--- src/rtl/pwm_pkg.sv ---
// Shared types for the three-phase PWM scheduler: carrier width/type and leg FSM states.
package pwm_pkg;
    localparam int CARRIER_W    = 16;
    localparam int DT_W_DEFAULT = 8;

    typedef logic signed [CARRIER_W-1:0] carrier_t;

    typedef enum logic [2:0] {
        SAFE,
        HIGH,
        LOW,
        DT_H,
        DT_L
    } leg_state_t;
endpackage

--- src/rtl/deadtime_leg.sv ---
// One inverter leg: turns a compare bit into a complementary gate pair with dead time.
// Latency: turn-off one edge after cmp changes, turn-on DEADTIME enabled edges later; enable low freezes it.
module deadtime_leg
    import pwm_pkg::*;
#(
    parameter int DEADTIME = 50,
    parameter int DT_W     = DT_W_DEFAULT
) (
    input  logic clk,
    input  logic reset,
    input  logic enable,
    input  logic cmp,
    input  logic fault_latched,
    output logic gate_h,
    output logic gate_l
);
    localparam logic [DT_W-1:0] DT_LOAD = DT_W'(DEADTIME - 1);

    leg_state_t      state;
    logic [DT_W-1:0] cnt;
    logic            fresh;

    // A dead time started from SAFE has no previously-on gate to return to, so it
    // always runs to completion and then follows cmp.
    always_ff @(posedge clk) begin
        if (reset || fault_latched) begin
            state  <= SAFE;
            cnt    <= '0;
            fresh  <= 1'b0;
            gate_h <= 1'b0;
            gate_l <= 1'b0;
        end else if (enable) begin
            unique case (state)
                SAFE: begin
                    state <= cmp ? DT_H : DT_L;
                    cnt   <= DT_LOAD;
                    fresh <= 1'b1;
                end
                HIGH: begin
                    if (!cmp) begin
                        state  <= DT_L;
                        cnt    <= DT_LOAD;
                        gate_h <= 1'b0;
                    end
                end
                LOW: begin
                    if (cmp) begin
                        state  <= DT_H;
                        cnt    <= DT_LOAD;
                        gate_l <= 1'b0;
                    end
                end
                DT_H, DT_L: begin
                    if (!fresh && state == DT_L && cmp) begin
                        state  <= HIGH;
                        gate_h <= 1'b1;
                    end else if (!fresh && state == DT_H && !cmp) begin
                        state  <= LOW;
                        gate_l <= 1'b1;
                    end else if (cnt == '0) begin
                        state  <= cmp ? HIGH : LOW;
                        gate_h <= cmp;
                        gate_l <= !cmp;
                        fresh  <= 1'b0;
                    end else begin
                        cnt <= cnt - DT_W'(1);
                    end
                end
                default: begin
                    state  <= SAFE;
                    gate_h <= 1'b0;
                    gate_l <= 1'b0;
                end
            endcase
        end
    end
endmodule

--- src/rtl/pwm3_leg_scheduler.sv ---
// Three-phase PWM: triangle carrier, double-buffered modulation, signed compare, dead-time legs, fault latch.
// Latency: compare registered one edge after carrier; gates follow per deadtime_leg; no backpressure, enable freezes.
module pwm3_leg_scheduler
    import pwm_pkg::*;
#(
    parameter int CARRIER_MAX  = 1000,
    parameter int CARRIER_STEP = 1,
    parameter int DEADTIME     = 50,
    parameter int DT_W         = DT_W_DEFAULT
) (
    input  logic               clk,
    input  logic               reset,
    input  logic               enable,
    input  logic signed [15:0] mod_a,
    input  logic signed [15:0] mod_b,
    input  logic signed [15:0] mod_c,
    input  logic               mod_valid,
    input  logic               fault,
    input  logic               fault_clr,
    output logic signed [15:0] carrier,
    output logic               sync_pulse,
    output logic               gate_ah,
    output logic               gate_al,
    output logic               gate_bh,
    output logic               gate_bl,
    output logic               gate_ch,
    output logic               gate_cl,
    output logic               fault_latched
);
    localparam carrier_t C_MAX  = carrier_t'(CARRIER_MAX);
    localparam carrier_t C_MIN  = carrier_t'(-CARRIER_MAX);
    localparam carrier_t C_STEP = carrier_t'(CARRIER_STEP);

    logic     dir_up;
    carrier_t carrier_nxt;
    logic     at_turn;
    carrier_t shadow_a, shadow_b, shadow_c;
    carrier_t active_a, active_b, active_c;
    logic     cmp_a, cmp_b, cmp_c;
    logic     fault_any;

    assign carrier_nxt = dir_up ? carrier + C_STEP : carrier - C_STEP;
    assign at_turn     = (carrier == C_MAX) || (carrier == C_MIN);
    // The raw fault input bypasses the latch so the legs drop on the same edge.
    assign fault_any   = fault | fault_latched;

    always_ff @(posedge clk) begin
        if (reset) begin
            carrier    <= C_MIN;
            dir_up     <= 1'b1;
            sync_pulse <= 1'b1;
            active_a   <= '0;
            active_b   <= '0;
            active_c   <= '0;
            cmp_a      <= 1'b0;
            cmp_b      <= 1'b0;
            cmp_c      <= 1'b0;
        end else if (enable) begin
            carrier    <= carrier_nxt;
            sync_pulse <= (carrier_nxt == C_MIN);
            if (dir_up && carrier_nxt == C_MAX) begin
                dir_up <= 1'b0;
            end else if (!dir_up && carrier_nxt == C_MIN) begin
                dir_up <= 1'b1;
            end
            if (at_turn) begin
                active_a <= shadow_a;
                active_b <= shadow_b;
                active_c <= shadow_c;
            end
            cmp_a <= (active_a > carrier);
            cmp_b <= (active_b > carrier);
            cmp_c <= (active_c > carrier);
        end
    end

    always_ff @(posedge clk) begin
        if (reset) begin
            shadow_a <= '0;
            shadow_b <= '0;
            shadow_c <= '0;
        end else if (mod_valid) begin
            shadow_a <= mod_a;
            shadow_b <= mod_b;
            shadow_c <= mod_c;
        end
    end

    always_ff @(posedge clk) begin
        if (reset) begin
            fault_latched <= 1'b0;
        end else if (fault) begin
            fault_latched <= 1'b1;
        end else if (fault_clr) begin
            fault_latched <= 1'b0;
        end
    end

    deadtime_leg #(.DEADTIME(DEADTIME), .DT_W(DT_W)) u_leg_a (
        .clk(clk), .reset(reset), .enable(enable), .cmp(cmp_a),
        .fault_latched(fault_any), .gate_h(gate_ah), .gate_l(gate_al)
    );

    deadtime_leg #(.DEADTIME(DEADTIME), .DT_W(DT_W)) u_leg_b (
        .clk(clk), .reset(reset), .enable(enable), .cmp(cmp_b),
        .fault_latched(fault_any), .gate_h(gate_bh), .gate_l(gate_bl)
    );

    deadtime_leg #(.DEADTIME(DEADTIME), .DT_W(DT_W)) u_leg_c (
        .clk(clk), .reset(reset), .enable(enable), .cmp(cmp_c),
        .fault_latched(fault_any), .gate_h(gate_ch), .gate_l(gate_cl)
    );
endmodule

--- config.mk ---
export PLATFORM = sky130hd
export DESIGN_NAME = pwm3_leg_scheduler
export DESIGN_NICKNAME = d
export VERILOG_FILES = /design/src/rtl/pwm_pkg.sv /design/src/rtl/deadtime_leg.sv /design/src/rtl/pwm3_leg_scheduler.sv
export SDC_FILE = /design/constraint.sdc
export NUM_CORES = 1
export LEC_CHECK = 0
export CAP_MARGIN = 10
export CORE_MARGIN = 2
export CORE_UTILIZATION = 55
export DETAILED_ROUTE_END_ITERATION = 6
export GPL_TIMING_DRIVEN = 0
export PLACE_DENSITY = 0.81
export REMOVE_ABC_BUFFERS = 1
export SYNTH_ARGS = -nofsm -noshare
export SYNTH_HDL_FRONTEND = slang
export SYNTH_SLANG_ARGS = --single-unit
--- constraint.sdc ---
create_clock -name clk -period 3.8 [get_ports clk]
set_clock_uncertainty 0.15 [all_clocks]
set_input_delay 0.76 -clock clk [delete_from_list [all_inputs] [get_ports clk]]
set_output_delay 0.76 -clock clk [all_outputs]
set_load 0.01 [all_outputs]
; Yosys cells after proc, flatten, opt, wreduce, memory -nomap -nowiden
; Index checks and enable logic that the tools add are counted.
[word_totals]
ff_bits = 160
wordCells = 241
input_bits = 54
output_inout_bits = 24
[classes]
n_lt_le_gt_ge = 3
bitwise = 7
add_sub_neg = 5
n_reduce_logical = 63
n_mux = 89
eq_ne = 46
[ops]
columns = cell, count
row1 = $mux W8, 15
row2 = $pmux W8 S4, 3
row3 = $eq A16 B11 Y1 const B, 4
row4 = $mux W3, 18
row5 = $gt A16 B16 Y1, 3
row6 = $reduce_and A5 Y1, 9
row7 = $mux W1, 37
row8 = $pmux W3 S4, 3
row9 = $ne A2 B2 Y1 const B, 15
row10 = $logic_not A8 Y1, 3
row11 = $sub A8 B1 Y8 const B, 3
row12 = $reduce_and A7 Y1, 3
row13 = $eq A3 B2 Y1 const B, 6
row14 = $ne A3 B1 Y1 const B, 6
row15 = $pmux W1 S3, 6
row16 = $reduce_or A2 Y1, 9
row17 = $add A16 B2 Y16 const B, 1
row18 = $mux W16, 1
row19 = $sub A16 B2 Y16 const B, 1
row20 = $logic_and A1 B1 Y1, 14
row21 = $ne A4 B1 Y1 const B, 3
row22 = $reduce_and A4 Y1, 3
row23 = $reduce_bool A4 Y1, 3
row24 = $reduce_bool A2 Y1, 5
row25 = other kinds (12), 39

; Depth between registers and ports, before layout
[logic_depth]
word_depth = 6
mapped_depth = 10
ltp_nobuf = 10

; By module
; Synthesis repeated with hierarchy kept, for this count alone.
[unflattened]
cells_unflattened = 1030
hier_area_um2 = 9112.5
[by_module_without_submodules]
columns = mod, area_each_um2, instances, seq_area_each_um2, cells_per_inst
row1 = pwm3_leg_scheduler, 6177.2, 1, 2362.3, 676
row2 = deadtime_leg, 978.4, 3, 280.3, 118

; Least setup slack after synthesis
; Ideal clock, no wire load.
[synth_path]
kind = register to register
from = register dir_up
to = register dir_up
path_stages_with_launch = 11
setup_ns = 0.123
synth_period_minus_slack_ns = 2.939
n_path_buf = 0
required_time_ns = 3.527
t_arrival_ns = 2.666
setup_slack_ns = 0.861
cell_sequence = dfxtp_1 > inv_1 > ha_1 > a2111oi_0 > o21ai_1 > a221oi_1 > a211oi_1 > xnor2_1 > nand2_1 > nor4_2 > a21oi_1
[synth_via]
elab_chain_len = 5
elab_cells_between_ends = 9
classes_between = eq/ne: 2 / mux: 2 / reduce/logical: 5
[synth_rtl]
columns = item, line
row1 = start: declaration, pwm3_leg_scheduler.sv:34  ; logic dir_up;
row2 = start signal: assignment, pwm3_leg_scheduler.sv:50  ; dir_up <= 1'b1;
row3 = start signal: assignment, pwm3_leg_scheduler.sv:62  ; dir_up <= 1'b0;
row4 = start signal: assignment, pwm3_leg_scheduler.sv:64  ; dir_up <= 1'b1;
row5 = $mux W16, pwm3_leg_scheduler.sv:42  ; assign carrier_nxt = dir_up ? carrier + C_STEP : carrier - C_STEP;
row6 = "$eq A16 B11 Y1, on equally long branches", "pwm3_leg_scheduler.sv:61, pwm3_leg_scheduler.sv:63"
row7 = "$logic_and A1 B1 Y1, on equally long branches", "pwm3_leg_scheduler.sv:61, pwm3_leg_scheduler.sv:63"
row8 = $reduce_bool A2 Y1 (no line), n/a
row9 = $reduce_and A2 Y1 (no line), n/a
; Several ways; a longest one is shown, not always the timed one.
; A chain may end at the register's enable or synchronous reset.

; Worst setup path in the final report
; Same ends and word-level chain as after synthesis.

==> qor_table.md <==
| Stage | Metric | Value |
|---|---|---|
| run status | Outcome | completed |
| final layout | Fill cells | 1238 |
| place | Placed wire-length estimate | 13100 um |
| cts | Clock Tree Buf Depth | 2 |
| setup path | Cell repeated most along the worst path | sky130_fd_sc_hd__a21oi_1 |
| timing | Setup repair after global routing missed its margin | no |
| global route | Largest net degree at the start of global routing | 64 |
| pwr | Power per Cell Area | 401 nW/um2 |
| synthesis | Distinct cells, synth | 64 |
| setup path | Source of the worst register-to-register timing path | dir_up |
| cts | Master cell of the clock root buffer | sky130_fd_sc_hd__clkbuf_16 |
| detailed routing | Number of remaining DRC errors | 0 |
| global route | Wire length of the first global-routing pass | 31700 um |
| timing | Setup violators final | 0 |
| flow run | Number of violations of the max-capacitance limit | 0 |
| timing | Shortest period the worst path allows | 3.53 ns |
| timing | Final Cycle Share | 92.9% |
| place | Number of input and output port buffers inserted | 77 |
| setup path | Slowest-stage cell, CP | sky130_fd_sc_hd__a221oi_1 |
| cts | CTS tree | done |
| worst hold path | HP Start | u_leg_b.cnt[0] |
| cts | Clock input transition at the sequential cells of the worst setup and hold paths | 0.06 ns |
| pwr | Power consumption | 4.03 mW |
| synthesis | Warnings, synthesis | 0 |
| global route | Initial antenna violation count | 0 |
| timing | Final number of max-transition violations | 0 |
| setup path | Cell-by-cell trace of the critical path | inv_1 -> ha_1 -> a211oi_1 -> o21ai_1 -> a221oi_1 -> a21oi_1 -> xnor2_1 -> nand2_1 -> nor4_2 -> a21oi_1 |
| final layout | Fraction of final layout cells sized beyond drive strength 1 | 5.50% |
| pwr | Leakage | 4.25 nW |
| worst hold path | Class of the worst hold path | flip-flop to flip-flop |
| final layout | Final net count | 1167 |
| worst hold path | End point of the worst hold path | u_leg_b.cnt[0] |
| timing | Worst-margin pin slew | 1.00 ns |
| detailed routing | Antenna violation net count after detailed routing | 0 |
| final layout | Cell area after layout | 10000 um2 |
| final layout | Most frequent standard cell in the layout excluding fill and tap cells | sky130_fd_sc_hd__nor2_1 |
| synthesis | Area of the mapped netlist | 8510 um2 |
| final layout | Share of the core filled with cells | 66.3% |
| place | Worst slack, placed | -1.34 ns |
| synthesis | Gate count of the mapped netlist | 979 |
| final layout | Number of antenna repair diodes | 0 |
| detailed routing | Routed length per placed instance | 15.1 um |
| cts | # H-tree levels | 4 |
| detailed routing | Via count of the routed design | 7076 |
| die | Initial core utilization | 56.2% |
| timing | Worst path setup slack after routing | 0.270 ns |
| setup path | Kind of start point of the critical path | flip-flop |
| cts | Clock latency on the worst-skew pair | 0.44 ns |
| final layout | Total area of multi-input combinational cells | 4970 um2 |
| detailed routing | Routed via count divided by cell count | 5.69 |
| worst hold path | Hold Path Cell Cnt | 1 |
| detailed routing | Number of violations reported at the end of detailed-routing iteration 0 | 542 |
| setup path | Data required time of the critical path | 3.97 ns |
| die | Placement row count | 45 |
| place | Placed Area | 9430 um2 |
| synthesis | Most instantiated flip-flop cell in the synthesis netlist | sky130_fd_sc_hd__dfxtp_1 |
| place | Placer's final routability congestion estimate | 0.873 |
| final layout | Area growth syn-to-layout | 18.0% |
| die | Die outline area | 16500 um2 |
| setup path | Crit Reg-Reg Endpoint | dir_up |
| detailed routing | Total detailed-routing wirelength | 18700 um |
| setup path | FF-to-FF path depth | 10 |
| synthesis | Fraction of the yosys area taken by sequential cells | 37.7% |
| synthesis | EDFF count, synth | 0 |
| timing | Setup TNS | 0 ns |
| place | Total instance count after detailed placement | 1209 |
| final layout | Most used cells in the layout excluding fill and tap cells | sky130_fd_sc_hd__nor2_1, sky130_fd_sc_hd__dfxtp_1, sky130_fd_sc_hd__mux2i_1, sky130_fd_sc_hd__clkdlybuf4s50_1, sky130_fd_sc_hd__ha_1 |
| global route | Global-route usage over all layers | 23.7% |
| detailed routing | Number of detailed-routing iterations run before antenna repair | 6 |
| die | Floorplan Core Area | 15100 um2 |
| cts | Sinks on Clock Net | 160 |
| synthesis | Avg Synthesized Cell Area | 8.69 um2 |
| setup path | Critical Path AT | 3.70 ns |
| timing | Hold Worst Slack | 0.324 ns |
| timing | Endpoints failing hold | 0 |
| setup path | Highest cell delay on the worst timing path | 0.55 ns |
| setup path | Kind of capture point of the worst setup path | flip-flop |
| pwr | Worst-case vdd ir drop | 353 uV |
| final layout | Register Area | 3200 um2 |
| timing | Highest clock frequency the design can meet | 283 MHz |
| global route | Number of global-route vias before repair | 6745 |
| die | Die boundary height | 128 um |
| synthesis | Async set or reset register ratio after synthesis | 0% |
| global route | Leftover overflow at the end of global routing | 0 |
| synthesis | Yosys reg bits | 160 |
| die | Boundary pin count | 78 |
| die | Die boundary width | 128 um |
| final layout | Final standard cell count with taps included and fillers excluded | 1243 |
| setup path | Type of the worst setup path | flip-flop to flip-flop |
| setup path | Slack of the worst reg-to-reg path | 0.27 ns |
| setup path | Peak fanout along the critical path | 16 |
| timing | Worst max-slew margin expressed relative to the limit | 33.1% |
| cts | Number of buffers created by CTS | 17 |
final cells by class:
cell class              instances  area share (%)
inverters                      39            1.50
multi-input cells             735            49.5
clock buffers                  18            4.27
repair buffers                 89            8.90
flip-flops and latches        160            31.9
well taps                     188            2.34
repair inverters                1          0.0499
clock inverters                13            1.52
logic make-up after synthesis:
logic type | synth area share, %
and+or+nand+nor | 18.6
AOI/OAI and AO/OA | 14.2
DFF | 37.7
muxes | 12.1
buffers and inverters | 4.09
adders and majority gates | 10.4
xor gates and xnor gates | 2.88
repair_timing:
action / in CTS / in global routing
setup buffers: 0 / 2
resized for setup: 5 / 1
hold buffers: 0 / 0
endpoints found under the setup margin: 53 / 8
hold endpoints to repair: 0 / 0
cloned: 1 / 0
synth_stat cells (all sizes together), types with 2 or more instances:
cell type / count / share of area, %
nand4b: 2 / 0.21
a31oi: 7 / 0.51
o31ai: 5 / 0.44
clkbuf: 30 / 1.3
a222oi: 3 / 0.35
xor2: 11 / 1.1
nand4: 21 / 1.5
a211o: 8 / 0.82
mux2i: 102 / 12
o21bai: 6 / 0.53
o21ba: 2 / 0.24
a2111oi: 5 / 0.81
a311o: 2 / 0.24
a311oi: 4 / 0.41
and2: 3 / 0.22
inv: 39 / 1.7
nor4: 16 / 1.3
dfxtp: 160 / 38
nand2: 43 / 2.0
a21oi: 57 / 3.4
and4b: 2 / 0.24
or4: 3 / 0.26
and3: 4 / 0.31
nand2b: 8 / 0.59
xnor2: 17 / 1.8
or3: 8 / 0.59
a221oi: 3 / 0.31
ha: 69 / 10
o211ai: 2 / 0.18
o22ai: 2 / 0.15
nand3: 11 / 0.71
a211oi: 11 / 0.97
nor2b: 13 / 0.96
nor3: 15 / 0.88
nor2: 200 / 8.8
a21o: 16 / 1.4
o21ai: 40 / 2.4
buf: 15 / 1.0
state kept, by name, summed over array words and instances, names as in the netlist, 8 cells and up:
signal,cells
active_a,16
shadow_a,16
active_b,16
shadow_b,16
u_leg_c.cnt,8
u_leg_b.cnt,8
shadow_c,16
u_leg_a.cnt,8
active_c,16
carrier,16
report_power, final:
group | total [mW] | internal, mW | switching [mW]
clock network | 1.70 | 0.978 | 0.723
registers | 1.81 | 1.74 | 0.0668
logic | 0.520 | 0.245 | 0.275
total | 4.03 | 2.97 | 1.06
worst max path at each step:
| stage | from | endpoint | slack [ns] | cells past startpoint |
|---|---|---|---|---|
| floorplan | enable | active_a[0] | -4.63 | 4 |
| global placement | enable | active_b[9] | -9.04 | 5 |
| detailed placement | enable | active_b[8] | -1.34 | 10 |
| CTS | enable | active_b[8] | 0.02 | 10 |
| global route | dir_up | dir_up | 0.07 | 10 |
| finish | dir_up | dir_up | 0.27 | 10 |
critical path: cells and delay by family (launching register included):
kind	cells	cell delay, ns
buffers and inverters	1	0.46
DFF	1	0.34
AOI/OAI and AO/OA	5	1.41
adders and majority gates	1	0.37
and+or+nand+nor	2	0.39
xor gates and xnor gates	1	0.30
routing by layer:
layer  vias to the layer above  share of wire [%]  track usage (%)
met3                        33                4.5             6.28
li1                       3620                  -                -
met5                         -                  0                0
met1                      3271                 45             29.5
met4                         0                2.1             9.24
met2                       152                 48             39.5
Power figures use the tool's default switching activity.
